[src/rtl/mem_arbiter.sv]
// mem_arbiter: N-channel request/acknowledge arbiter in front of one synchronous
// single-port memory. It has a registered one-cycle issue path and optional fixed
// priority for channel 0. Read data returns in issue order and is tagged with the
// owning channel, P_mem_latency cycles after the strobe.
module mem_arbiter #(
  parameter int P_channels    = 4,
  parameter int P_data_bits   = 8,
  parameter int P_addr_bits   = 16,
  parameter int P_mem_latency = 1,
  parameter int P_fixed_prio0 = 1
) (
  input  logic                               I_clock,
  input  logic                               I_reset,
  input  logic [P_channels-1:0]              I_req,
  input  logic [P_channels-1:0]              I_we,
  input  logic [P_channels*P_addr_bits-1:0]  I_addr,
  input  logic [P_channels*P_data_bits-1:0]  I_wdata,
  output logic [P_channels-1:0]              O_ack,
  output logic [P_channels-1:0]              O_rvalid,
  output logic [P_data_bits-1:0]             O_rdata,
  output logic                               O_mem_en,
  output logic                               O_mem_we,
  output logic [P_addr_bits-1:0]             O_mem_addr,
  output logic [P_data_bits-1:0]             O_mem_wdata,
  input  logic [P_data_bits-1:0]             I_mem_rdata
);

  localparam int ID_BITS = (P_channels > 1) ? $clog2(P_channels) : 1;
  localparam logic [ID_BITS:0]   N_W    = (ID_BITS+1)'(P_channels);
  localparam logic [ID_BITS-1:0] LAST_ID = ID_BITS'(P_channels - 1);

  logic [ID_BITS-1:0]     ptr_reg;
  logic [ID_BITS-1:0]     issued_id_reg;
  logic [P_channels-1:0]  eligible;
  logic                   grant_valid;
  logic [ID_BITS-1:0]     grant_id;
  logic                   sel_we;
  logic [P_addr_bits-1:0] sel_addr;
  logic [P_data_bits-1:0] sel_wdata;
  logic [P_channels-1:0]  ack_next;

  logic                   tag_valid_reg [P_mem_latency];
  logic [ID_BITS-1:0]     tag_id_reg    [P_mem_latency];

  // A channel whose ack is high this cycle is not yet aware of it, so it sits out one round
  assign eligible = I_req & ~O_ack;

  // Winner selection: optional hard priority for channel 0, otherwise rotate from ptr_reg
  always_comb begin
    logic [ID_BITS:0] sum;
    grant_valid = 1'b0;
    grant_id    = '0;
    sum         = '0;
    if (P_fixed_prio0 != 0 && eligible[0]) begin
      grant_valid = 1'b1;
      grant_id    = '0;
    end else begin
      for (int i = 0; i < P_channels; i++) begin
        sum = {1'b0, ptr_reg} + (ID_BITS+1)'(i);
        if (sum >= N_W) sum = sum - N_W;
        if (!grant_valid && eligible[sum[ID_BITS-1:0]]) begin
          grant_valid = 1'b1;
          grant_id    = sum[ID_BITS-1:0];
        end
      end
    end
  end

  // Command mux and one-hot ack for the selected channel
  always_comb begin
    sel_we    = 1'b0;
    sel_addr  = '0;
    sel_wdata = '0;
    ack_next  = '0;
    for (int k = 0; k < P_channels; k++) begin
      if (grant_id == ID_BITS'(k)) begin
        sel_we      = I_we[k];
        sel_addr    = I_addr[k*P_addr_bits +: P_addr_bits];
        sel_wdata   = I_wdata[k*P_data_bits +: P_data_bits];
        ack_next[k] = grant_valid;
      end
    end
  end

  // Register the winner's command and ack together; address/data hold while idle
  always_ff @(posedge I_clock or negedge I_reset) begin
    if (!I_reset) begin
      O_ack         <= '0;
      O_mem_en      <= 1'b0;
      O_mem_we      <= 1'b0;
      O_mem_addr    <= '0;
      O_mem_wdata   <= '0;
      issued_id_reg <= '0;
      ptr_reg       <= '0;
    end else begin
      O_ack    <= ack_next;
      O_mem_en <= grant_valid;
      if (grant_valid) begin
        O_mem_we      <= sel_we;
        O_mem_addr    <= sel_addr;
        O_mem_wdata   <= sel_wdata;
        issued_id_reg <= grant_id;
        // Channel 0 grants in fixed mode leave the rotation untouched
        if (!(P_fixed_prio0 != 0 && grant_id == '0))
          ptr_reg <= (grant_id == LAST_ID) ? '0 : grant_id + 1'b1;
      end
    end
  end

  // Read-tag shift register aligned with the memory latency; reset discards reads in flight
  always_ff @(posedge I_clock or negedge I_reset) begin
    if (!I_reset) begin
      for (int i = 0; i < P_mem_latency; i++) begin
        tag_valid_reg[i] <= 1'b0;
        tag_id_reg[i]    <= '0;
      end
    end else begin
      for (int i = P_mem_latency - 1; i > 0; i--) begin
        tag_valid_reg[i] <= tag_valid_reg[i-1];
        tag_id_reg[i]    <= tag_id_reg[i-1];
      end
      tag_valid_reg[0] <= O_mem_en & ~O_mem_we;
      tag_id_reg[0]    <= issued_id_reg;
    end
  end

  genvar gi;
  generate
    for (gi = 0; gi < P_channels; gi++) begin : g_rvalid
      assign O_rvalid[gi] = tag_valid_reg[P_mem_latency-1] &&
                            (tag_id_reg[P_mem_latency-1] == ID_BITS'(gi));
    end
  endgenerate

  // Return bus carries memory data only while a tagged read is being delivered
  assign O_rdata = (|O_rvalid) ? I_mem_rdata : '0;

endmodule

[config.mk]
export PLATFORM = sky130hd
export DESIGN_NAME = mem_arbiter
export DESIGN_NICKNAME = d
export VERILOG_FILES = /design/src/rtl/mem_arbiter.sv
export SDC_FILE = /design/constraint.sdc
export NUM_CORES = 1
export LEC_CHECK = 0
export CAP_MARGIN = 0
export CORE_MARGIN = 2
export CORE_UTILIZATION = 40
export DETAILED_ROUTE_END_ITERATION = 8
export PLACE_DENSITY = 0.9
export SETUP_SLACK_MARGIN = 0.05
export SYNTH_ARGS = -nofsm -noshare
export SYNTH_HDL_FRONTEND = slang
export SYNTH_SLANG_ARGS = --single-unit
[constraint.sdc]
create_clock -name I_clock -period 3.4 [get_ports I_clock]
set_input_delay 0.68 -clock I_clock [delete_from_list [all_inputs] [get_ports I_clock]]
set_output_delay 0.68 -clock I_clock [all_outputs]
set_load 0.005 [all_outputs]
==> results.rst, run 1 <==
.. list-table::
   :header-rows: 1

   * - Metric
     - Value
   * - Reg-to-reg endpoint
     - O_mem_addr[0]$_DFFE_PN0N_
   * - Clock transition at the register clock pins on the worst setup and hold paths after CTS
     - 0.08 ns
   * - Vias
     - 2972
   * - Setup repair bufs after CTS
     - 0
   * - Clk sinks
     - 37
   * - Flip-flop count of the largest register, all copies and words added
     - 16
   * - Worst-Margin Slew
     - roughly 0.86 ns
   * - Kind of critical path
     - primary input to flop
   * - Aggregate global-route resource usage
     - 24.1%
   * - Area of the mapped netlist
     - 2770 sq um
   * - Post-placement cell area
     - about 4300 sq um
   * - TritonCTS Buffers
     - 5
   * - Number of nets in the synthesized netlist
     - a little over 400
   * - Post-Layout Cell Count
     - 512
   * - Average cell area after synthesis
     - 9.56 sq um
   * - Total instance count after detailed placement
     - 504
   * - Router iterations before antenna repair
     - 4
   * - DRC
     - 0
   * - Highest net fanout along the worst path
     - 24
   * - Seq/Total Area, Yosys
     - approximately 33%
   * - Post-cts resize count
     - 0
   * - Timing endpoint of the critical path
     - O_mem_addr[0]$_DFFE_PN0N_
   * - Max-slew violation count
     - 0
   * - Share of cells above drive strength 1
     - 9.03%
   * - Final non-filler cell area
     - between 4000 and 5000 sq um
   * - EDFF count, synth
     - 0
   * - Summed negative setup slack over all endpoints
     - 0 ns
   * - Clock latency reported for the late side of the worst-skew pair
     - 0.28 ns
   * - Cell area power density
     - 764 nW/um^2
   * - RSZ-0062 raised after global routing
     - no
   * - Gate power share
     - 66.2%
   * - Worst-case hold slack
     - 0.409 ns
   * - Fraction of power consumed by the clock network
     - between 8 and 9%
   * - Clock buffer depth
     - 2
   * - Most flop-heavy register
     - O_mem_addr
   * - Cell-internal power
     - between 0.002 and 0.0025 W
   * - Slew margin rel.
     - a little over two fifths
   * - Final critical path time including I/O delays and setup
     - around 2.8 ns
   * - Crit path from
     - I_req[1]
   * - Die X
     - 87.2 um
   * - Number of global-route vias before repair
     - a little over 3k
   * - Final Util
     - 65.6%
   * - Switching share of power
     - approximately two fifths
   * - Category of the worst setup path capture point
     - flop
   * - Most used flip-flop cell after synthesis
     - sky130_fd_sc_hd__dfrtp_1
   * - # port buffers
     - between 150 and 200
   * - Yosys warns
     - 0
   * - Proportion of synthesized flip-flops having asynchronous set or reset
     - 100%
   * - Die H
     - roughly 87 um
   * - Residual overflow from global routing
     - 0
   * - Post-detailed-routing wire length
     - roughly 9300 um
   * - TritonCTS clock tree
     - done
   * - Cell with the biggest individual delay on the critical path
     - sky130_fd_sc_hd__ha_1
   * - Number of hold buffers added after CTS
     - 0
   * - ANT cells
     - 0
   * - Routed wirelength normalized by instance count
     - approximately 18 um
   * - Antenna violations before repair
     - 0
   * - Area growth from synthesis to layout
     - 59.9%
   * - Core Footprint
     - 6760 sq um
   * - # IOs
     - roughly 160
   * - Result of the run
     - finished clean
   * - Largest clock skew in the final design
     - 0.00407 ns
   * - Peak VDD IR
     - 0.359 mV
   * - Total number of nets in the final design
     - 549
   * - Largest registers
     - O_mem_addr (16), O_mem_wdata (8), O_ack (4)
   * - Worst path cell trace
     - clkdlybuf4s50_1 > nand2b_1 > a21bo_1 > nor2_1 > ha_1 > buf_4 > and2_1 > a41oi_1 > a2bb2oi_1
   * - Sequential cell fraction of total power
     - 24.9%
   * - Area of the die
     - 7610 sq um
   * - Final count of negative-setup-slack endpoints
     - 0
   * - Drt first-iter violations
     - a little under 200
   * - Average via count per standard cell
     - 5.80
   * - Kind of start point of the critical path
     - primary input
   * - Synth Register Bits
     - 37
   * - Pin count of the biggest net entering global routing
     - 38
   * - Mapped Cells
     - 290
   * - Max Cap Violations
     - 0
   * - Switching component of the power
     - about 0.0013 W
   * - Global-route wire length before repair
     - 14500 um
   * - Count of nets left with antenna violations after detail routing
     - 0
   * - Standard-cell row count
     - 30
   * - Data required time of the worst path
     - 3.60 ns
   * - Detailed placer's ending HPWL
     - 6760 um
   * - Reg-to-reg startpoint
     - O_ack[1]$_DFF_PN0_
   * - Library cells used by synthesis
     - 32
   * - Reg2reg setup slack
     - 0.96 ns
   * - Number of hold violations in the final report
     - 0
   * - Min-delay worst type
     - flop to flop
   * - Root buffer cell
     - sky130_fd_sc_hd__clkbuf_8
   * - Worst EP arrival
     - 3.03 ns
   * - Portion of the clock cycle consumed by the worst path in the final layout
     - 83.4%
   * - Leakage power summed over all cells
     - 1.78 nW
   * - Global placer's final weighted congestion
     - around 0.89
   * - Depth of the most critical reg-to-reg path
     - 8
   * - Peak per-stage delay on the critical path
     - 0.52 ns
   * - Maximum achievable frequency
     - ~0.35 GHz
   * - H-Tree Level Count
     - 2
   * - Starting Density
     - 41.0%
   * - Fillcell total
     - 547
-- Yosys cell counts (all sizes together) (2+ instances only) --
cell / n / area share (%)
a21oi: 25 / 4.5
a221o: 25 / 9.0
a2bb2oi: 25 / 11
a41oi: 26 / 8.2
and2: 37 / 8.4
and3b: 2 / 0.63
buf: 26 / 5.6
clkbuf: 9 / 1.2
dfrtp: 37 / 33
ha: 4 / 1.8
inv: 26 / 3.5
nand2b: 4 / 0.90
nand3b: 25 / 6.8
nor2: 3 / 0.41
nor3b: 2 / 0.54
o2bb2ai: 2 / 0.63
or2: 2 / 0.45
-- per-layer routing --
layer	GRT usage [%]	share of wire [%]	vias to the layer above
met5	0	0	-
met4	7.27	1.1	0
met3	4.55	7.8	11
met2	43.7	53	137
met1	28.8	38	1448
li1	-	-	1376
-- final cells by class --
class / count / area, sq um / share of cell area, %
Multi-Input combinational cell: 192 / 1560 / 35.2
Timing Repair Buffer: 169 / 1660 / 37.5
Clock inverter: 2 / 10.0 / 0.226
Sequential cell: 37 / 926 / 20.9
Inverter: 26 / 97.6 / 2.20
Clock buffer: 6 / 72.6 / 1.64
Tap cell: 80 / 100 / 2.26
-- worst min-delay path by stage --
| stage | startpoint | to | slack (ns) | cells after the start |
|---|---|---|---|---|
| floorplan | issued_id_reg[0]$_DFFE_PN0N_ | tag_id_reg[0]$_DFF_PN0_ | 0.35 | 0 |
| global placement | issued_id_reg[0]$_DFFE_PN0N_ | tag_id_reg[0]$_DFF_PN0_ | 0.38 | 0 |
| detailed placement | issued_id_reg[0]$_DFFE_PN0N_ | tag_id_reg[0]$_DFF_PN0_ | 0.39 | 0 |
| CTS | issued_id_reg[0]$_DFFE_PN0N_ | tag_id_reg[0]$_DFF_PN0_ | 0.40 | 0 |
| global route | issued_id_reg[0]$_DFFE_PN0N_ | tag_id_reg[0]$_DFF_PN0_ | 0.42 | 0 |
| finish | issued_id_reg[0]$_DFFE_PN0N_ | tag_id_reg[0]$_DFF_PN0_ | 0.41 | 0 |
-- critical path, delay by kind of cell --
| kind | cells | cell delay [ns] |
|---|---|---|
| AO/OA/AOI/OAI | 3 | 0.48 |
| adder cells (fa/ha/maj) | 1 | 0.52 |
| buffers and inverters | 2 | 0.86 |
| AND/OR/NAND/NOR | 3 | 0.50 |
-- cell families (layout without fill, tap and decap cells) --
| family | count (synthesis) | after routing | share of synthesized area [%] |
|---|---|---|---|
| simple gates | 79 | 79 | 19.0 |
| buf+inv | 61 | 203 | 10.3 |
| compound gates | 108 | 108 | 35.1 |
| fa+ha+maj | 4 | 4 | 1.81 |
| mux | 1 | 1 | 0.406 |
| flops | 37 | 37 | 33.4 |
-- through the flow --
| step | total power [W] | worst slack, ns |
|---|---|---|
| 6_report | 0.00338 | 0.565 |
| 5_1_grt | 0.00362 | 0.343 |
| 4_1_cts | 0.00339 | 0.587 |
| 3_5_place_dp | 0.00307 | 0.329 |
| 3_3_place_gp | 0.00298 | 0.483 |
| 2_1_floorplan | 0.00221 | 0.882 |
-- power by group through the flow --
stage	logic, W	registers [W]	clock network [W]
2_1_floorplan	0.00139	0.000816	0
3_3_place_gp	0.00215	0.000832	0
3_5_place_dp	0.00223	0.000839	0
4_1_cts	0.00224	0.000838	0.000308
5_1_grt	0.00242	0.000867	0.000332
6_report	0.00224	0.000841	0.000302
-- cells in the final DEF (no fill, tap or decap) --
cell,n
sky130_fd_sc_hd__clkdlybuf4s50_1,154
sky130_fd_sc_hd__dfrtp_1,37
sky130_fd_sc_hd__and2_1,37
sky130_fd_sc_hd__a41oi_1,26
sky130_fd_sc_hd__inv_1,25
sky130_fd_sc_hd__nand3b_1,25
sky130_fd_sc_hd__a21oi_1,25
sky130_fd_sc_hd__a221o_1,25
sky130_fd_sc_hd__a2bb2oi_2,14
sky130_fd_sc_hd__buf_4,13
sky130_fd_sc_hd__a2bb2oi_1,11
sky130_fd_sc_hd__clkbuf_8,5
sky130_fd_sc_hd__nand2b_1,4
sky130_fd_sc_hd__nor2_1,3
sky130_fd_sc_hd__ha_1,3
sky130_fd_sc_hd__nor3b_1,2
sky130_fd_sc_hd__and3b_1,2
sky130_fd_sc_hd__or2_1,2
sky130_fd_sc_hd__o2bb2ai_1,2
sky130_fd_sc_hd__clkinv_2,2
sky130_fd_sc_hd__a211oi_2,1
sky130_fd_sc_hd__a21bo_1,1
sky130_fd_sc_hd__o21a_1,1
sky130_fd_sc_hd__o21ai_1,1
sky130_fd_sc_hd__nand2_1,1
sky130_fd_sc_hd__and3_1,1
sky130_fd_sc_hd__nor2b_1,1
sky130_fd_sc_hd__and4_1,1
sky130_fd_sc_hd__inv_2,1
sky130_fd_sc_hd__o32a_1,1
sky130_fd_sc_hd__mux2_1,1
sky130_fd_sc_hd__ha_2,1
sky130_fd_sc_hd__clkbuf_1,1
sky130_fd_sc_hd__buf_2,1
sky130_fd_sc_hd__buf_12,1
(Power assumes the default switching activity.)
==> run 2, diff against run 1 <==
Settings changed: CORE_UTILIZATION 40 to 35, PLACE_DENSITY 0.9 to 0.84.
Clock period 3.4 ns to 2.5 ns, I/O delays scaled along.
==> results.rst, run 2 (same netlist as run 1, synthesis figures left out) <==
.. list-table::
   :header-rows: 1

   * - Metric
     - Value
   * - Number of hold violations in the final report
     - 0 (unchanged)
   * - Most frequent cells in the layout
     - sky130_fd_sc_hd__clkdlybuf4s50_1, sky130_fd_sc_hd__dfrtp_1, sky130_fd_sc_hd__and2_1
   * - Max Cap Violations
     - 0 (unchanged)
   * - Largest registers
     - O_mem_addr (16), O_mem_wdata (8), O_ack (4)
   * - Residual overflow from global routing
     - 0 (unchanged)
   * - Standard-cell row count
     - 32 (+6.7%)
   * - Post-Layout Cell Count
     - 548 (+7.0%)
   * - Final Util
     - 61.8% (-3.8 points)
   * - Largest delay contributor family on the critical path
     - compound AO/OA/AOI/OAI gates
   * - Depth of the most critical reg-to-reg path
     - 9 (+1)
   * - Reg-to-reg endpoint
     - O_mem_wdata[6]$_DFFE_PN0N_
   * - Cell area power density
     - 1090 nW/um^2 (+43%)
   * - Category of the worst setup path capture point
     - flop
   * - Antenna violations before repair
     - 0 (unchanged)
   * - Peak VDD IR
     - 0.475 mV (+32%)
   * - Flip-flop count of the largest register, all copies and words added
     - 16 (unchanged)
   * - Aggregate global-route resource usage
     - 21.7% (-2.4 points)
   * - Worst-Margin Slew
     - 0.847 ns (-0.0152 ns)
   * - Worst path cell trace
     - clkdlybuf4s50_1 > nand2b_1 > a211oi_2 > buf_4 > or2_4 > ha_4 > buf_12 > a21oi_1 > a221o_1 > a2bb2oi_2
   * - Reg2reg setup slack
     - 0.32 ns (-0.64 ns)
   * - Clk sinks
     - 37 (unchanged)
   * - Average via count per standard cell
     - 5.42 (-6.6%)
   * - Clock transition at the register clock pins on the worst setup and hold paths after CTS
     - 0.07 ns (about the same)
   * - Number of global-route vias before repair
     - 3075 (+1.7%)
   * - Highest net fanout along the worst path
     - 14 (-42%)
   * - Vias
     - 2971 (-0.034%)
   * - Count of nets left with antenna violations after detail routing
     - 0 (unchanged)
   * - # IOs
     - 156 (unchanged)
   * - TritonCTS Buffers
     - 5 (unchanged)
   * - Reg-to-reg startpoint
     - O_ack[2]$_DFF_PN0_
   * - H-Tree Level Count
     - 2 (unchanged)
   * - Final critical path time including I/O delays and setup
     - 2.38 ns
   * - Starting Density
     - 36.1% (-5.0 points)
   * - Die H
     - 93.0 um (+6.6%)
   * - ANT cells
     - 0 (unchanged)
   * - Final count of negative-setup-slack endpoints
     - 0 (unchanged)
   * - Post-detailed-routing wire length
     - 9570 um (+2.5%)
   * - Leakage power summed over all cells
     - 1.90 nW (+6.6%)
   * - Router iterations before antenna repair
     - 4 (unchanged)
   * - Drt first-iter violations
     - 125 (-35%)
   * - Most common cell after layout, fill and taps aside
     - sky130_fd_sc_hd__clkdlybuf4s50_1
   * - Total instance count after detailed placement
     - 539 (+6.9%)
   * - Root buffer cell
     - sky130_fd_sc_hd__clkbuf_8
   * - Worst EP arrival
     - 2.60 ns (-0.43 ns)
   * - Global placer's final weighted congestion
     - 0.807 (-9.4%)
   * - Die X
     - 93.0 um (+6.6%)
   * - Clock buffer depth
     - 2 (unchanged)
   * - Global-route wire length before repair
     - 14900 um (+2.8%)
   * - Total number of nets in the final design
     - 563 (+2.6%)
   * - Clock latency reported for the late side of the worst-skew pair
     - 0.29 ns (about the same)
   * - Cell with the biggest individual delay on the critical path
     - sky130_fd_sc_hd__clkdlybuf4s50_1
   * - Max-slew violation count
     - 0 (unchanged)
   * - Most flop-heavy register
     - O_mem_addr
   * - Area of the die
     - 8650 sq um (+14%)
   * - Detailed placer's ending HPWL
     - 7180 um (+6.2%)
   * - Min-delay worst type
     - primary input to asynchronous set/reset pin
   * - Kind of critical path
     - primary input to flop
   * - Share of cells above drive strength 1
     - 15.0% (+6.0 points)
   * - Result of the run
     - finished clean
   * - DRC
     - 0 (unchanged)
   * - Peak per-stage delay on the critical path
     - 0.47 ns (-0.05 ns)
   * - TritonCTS clock tree
     - done
   * - Pin count of the biggest net entering global routing
     - 38 (unchanged)
   * - Portion of the clock cycle consumed by the worst path in the final layout
     - 95.4%
   * - Setup repair bufs after CTS
     - 0 (unchanged)
   * - Number of hold buffers added after CTS
     - 0 (unchanged)
   * - Worst-case hold slack
     - 0.316 ns (-0.0932 ns)
   * - # port buffers
     - 155 (unchanged)
   * - Maximum achievable frequency
     - 0.419 GHz
   * - Core Footprint
     - 7690 sq um (+14%)
   * - Largest clock skew in the final design
     - 0.00509 ns (+0.00102 ns)
   * - RSZ-0062 raised after global routing
     - no
   * - Slew margin rel.
     - 43.6% (+1.0 points)
   * - Area growth from synthesis to layout
     - 71.4%
   * - CP Buf/Inv Count
     - 3 (+1)
   * - Data required time of the worst path
     - 2.72 ns (-0.88 ns)
   * - Kind of start point of the critical path
     - primary input
   * - Routed wirelength normalized by instance count
     - 17.5 um (-4.3%)
run 2: area by class of cell:
| type | count | area (sq um) |
|---|---|---|
| Fill cell | 668 | 2940 |
| Clock inverter | 3 | 65.1 |
| Timing Repair Buffer | 183 | 1810 |
| Clock buffer | 5 | 68.8 |
| Tap cell | 102 | 128 |
| Sequential cell | 37 | 926 |
| Inverter | 26 | 97.6 |
| Multi-Input combinational cell | 192 | 1650 |
run 2: worst max path at each step:
| stage | from | endpoint | slack [ns] | cells past startpoint |
|---|---|---|---|---|
| floorplan | I_req[0] | ptr_reg[1]$_DFFE_PN0P_ | 0.16 | 9 |
| global route | I_req[1] | O_mem_addr[2]$_DFFE_PN0N_ | 0.04 | 9 |
| finish | I_req[2] | O_mem_wdata[6]$_DFFE_PN0N_ | 0.12 | 10 |
| global placement | I_req[2] | O_mem_wdata[6]$_DFFE_PN0N_ | -0.18 | 9 |
| CTS | I_req[2] | O_mem_wdata[1]$_DFFE_PN0N_ | 0.06 | 9 |
| detailed placement | I_req[2] | O_mem_addr[11]$_DFFE_PN0N_ | -0.27 | 9 |
run 2: what timing repair did:
item                                    4_1_cts  5_1_grt
endpoints found under the setup margin        1       26
gates resized for setup                       1       19
gates cloned                                  0        1
pin swaps                                     0        5
run 2: where the power goes:
part | total (W) | switching, W | internal (W) | leakage (nW)
logic | 0.00341 | 0.00138 | 0.00202 | 1.38
registers | 0.00116 | 0.000255 | 0.000907 | 0.447
clock network | 0.000611 | 0.000214 | 0.000396 | 0.0681
total | 0.00518 | 0.00185 | 0.00333 | 1.90
run 2: metal layers:
layer / track usage [%] / part of all wire (%)
met1: 26.0 / 41
met2: 39.5 / 52
met3: 4.03 / 4.9
met4: 6.37 / 1.7
met5: 0 / 0
run 2: through the flow:
stage	setup WS [ns]	total power, W	instance area (sq um)	setup TNS (ns)
after floorplan	0.162	0.00300	2770	0
after global placement	-0.185	0.00424	4490	-4.14
after detailed placement	-0.274	0.00435	4490	-5.83
after CTS	0.0623	0.00499	4630	0
after global routing	0.0385	0.00553	4750	0
final	0.116	0.00518	4750	0
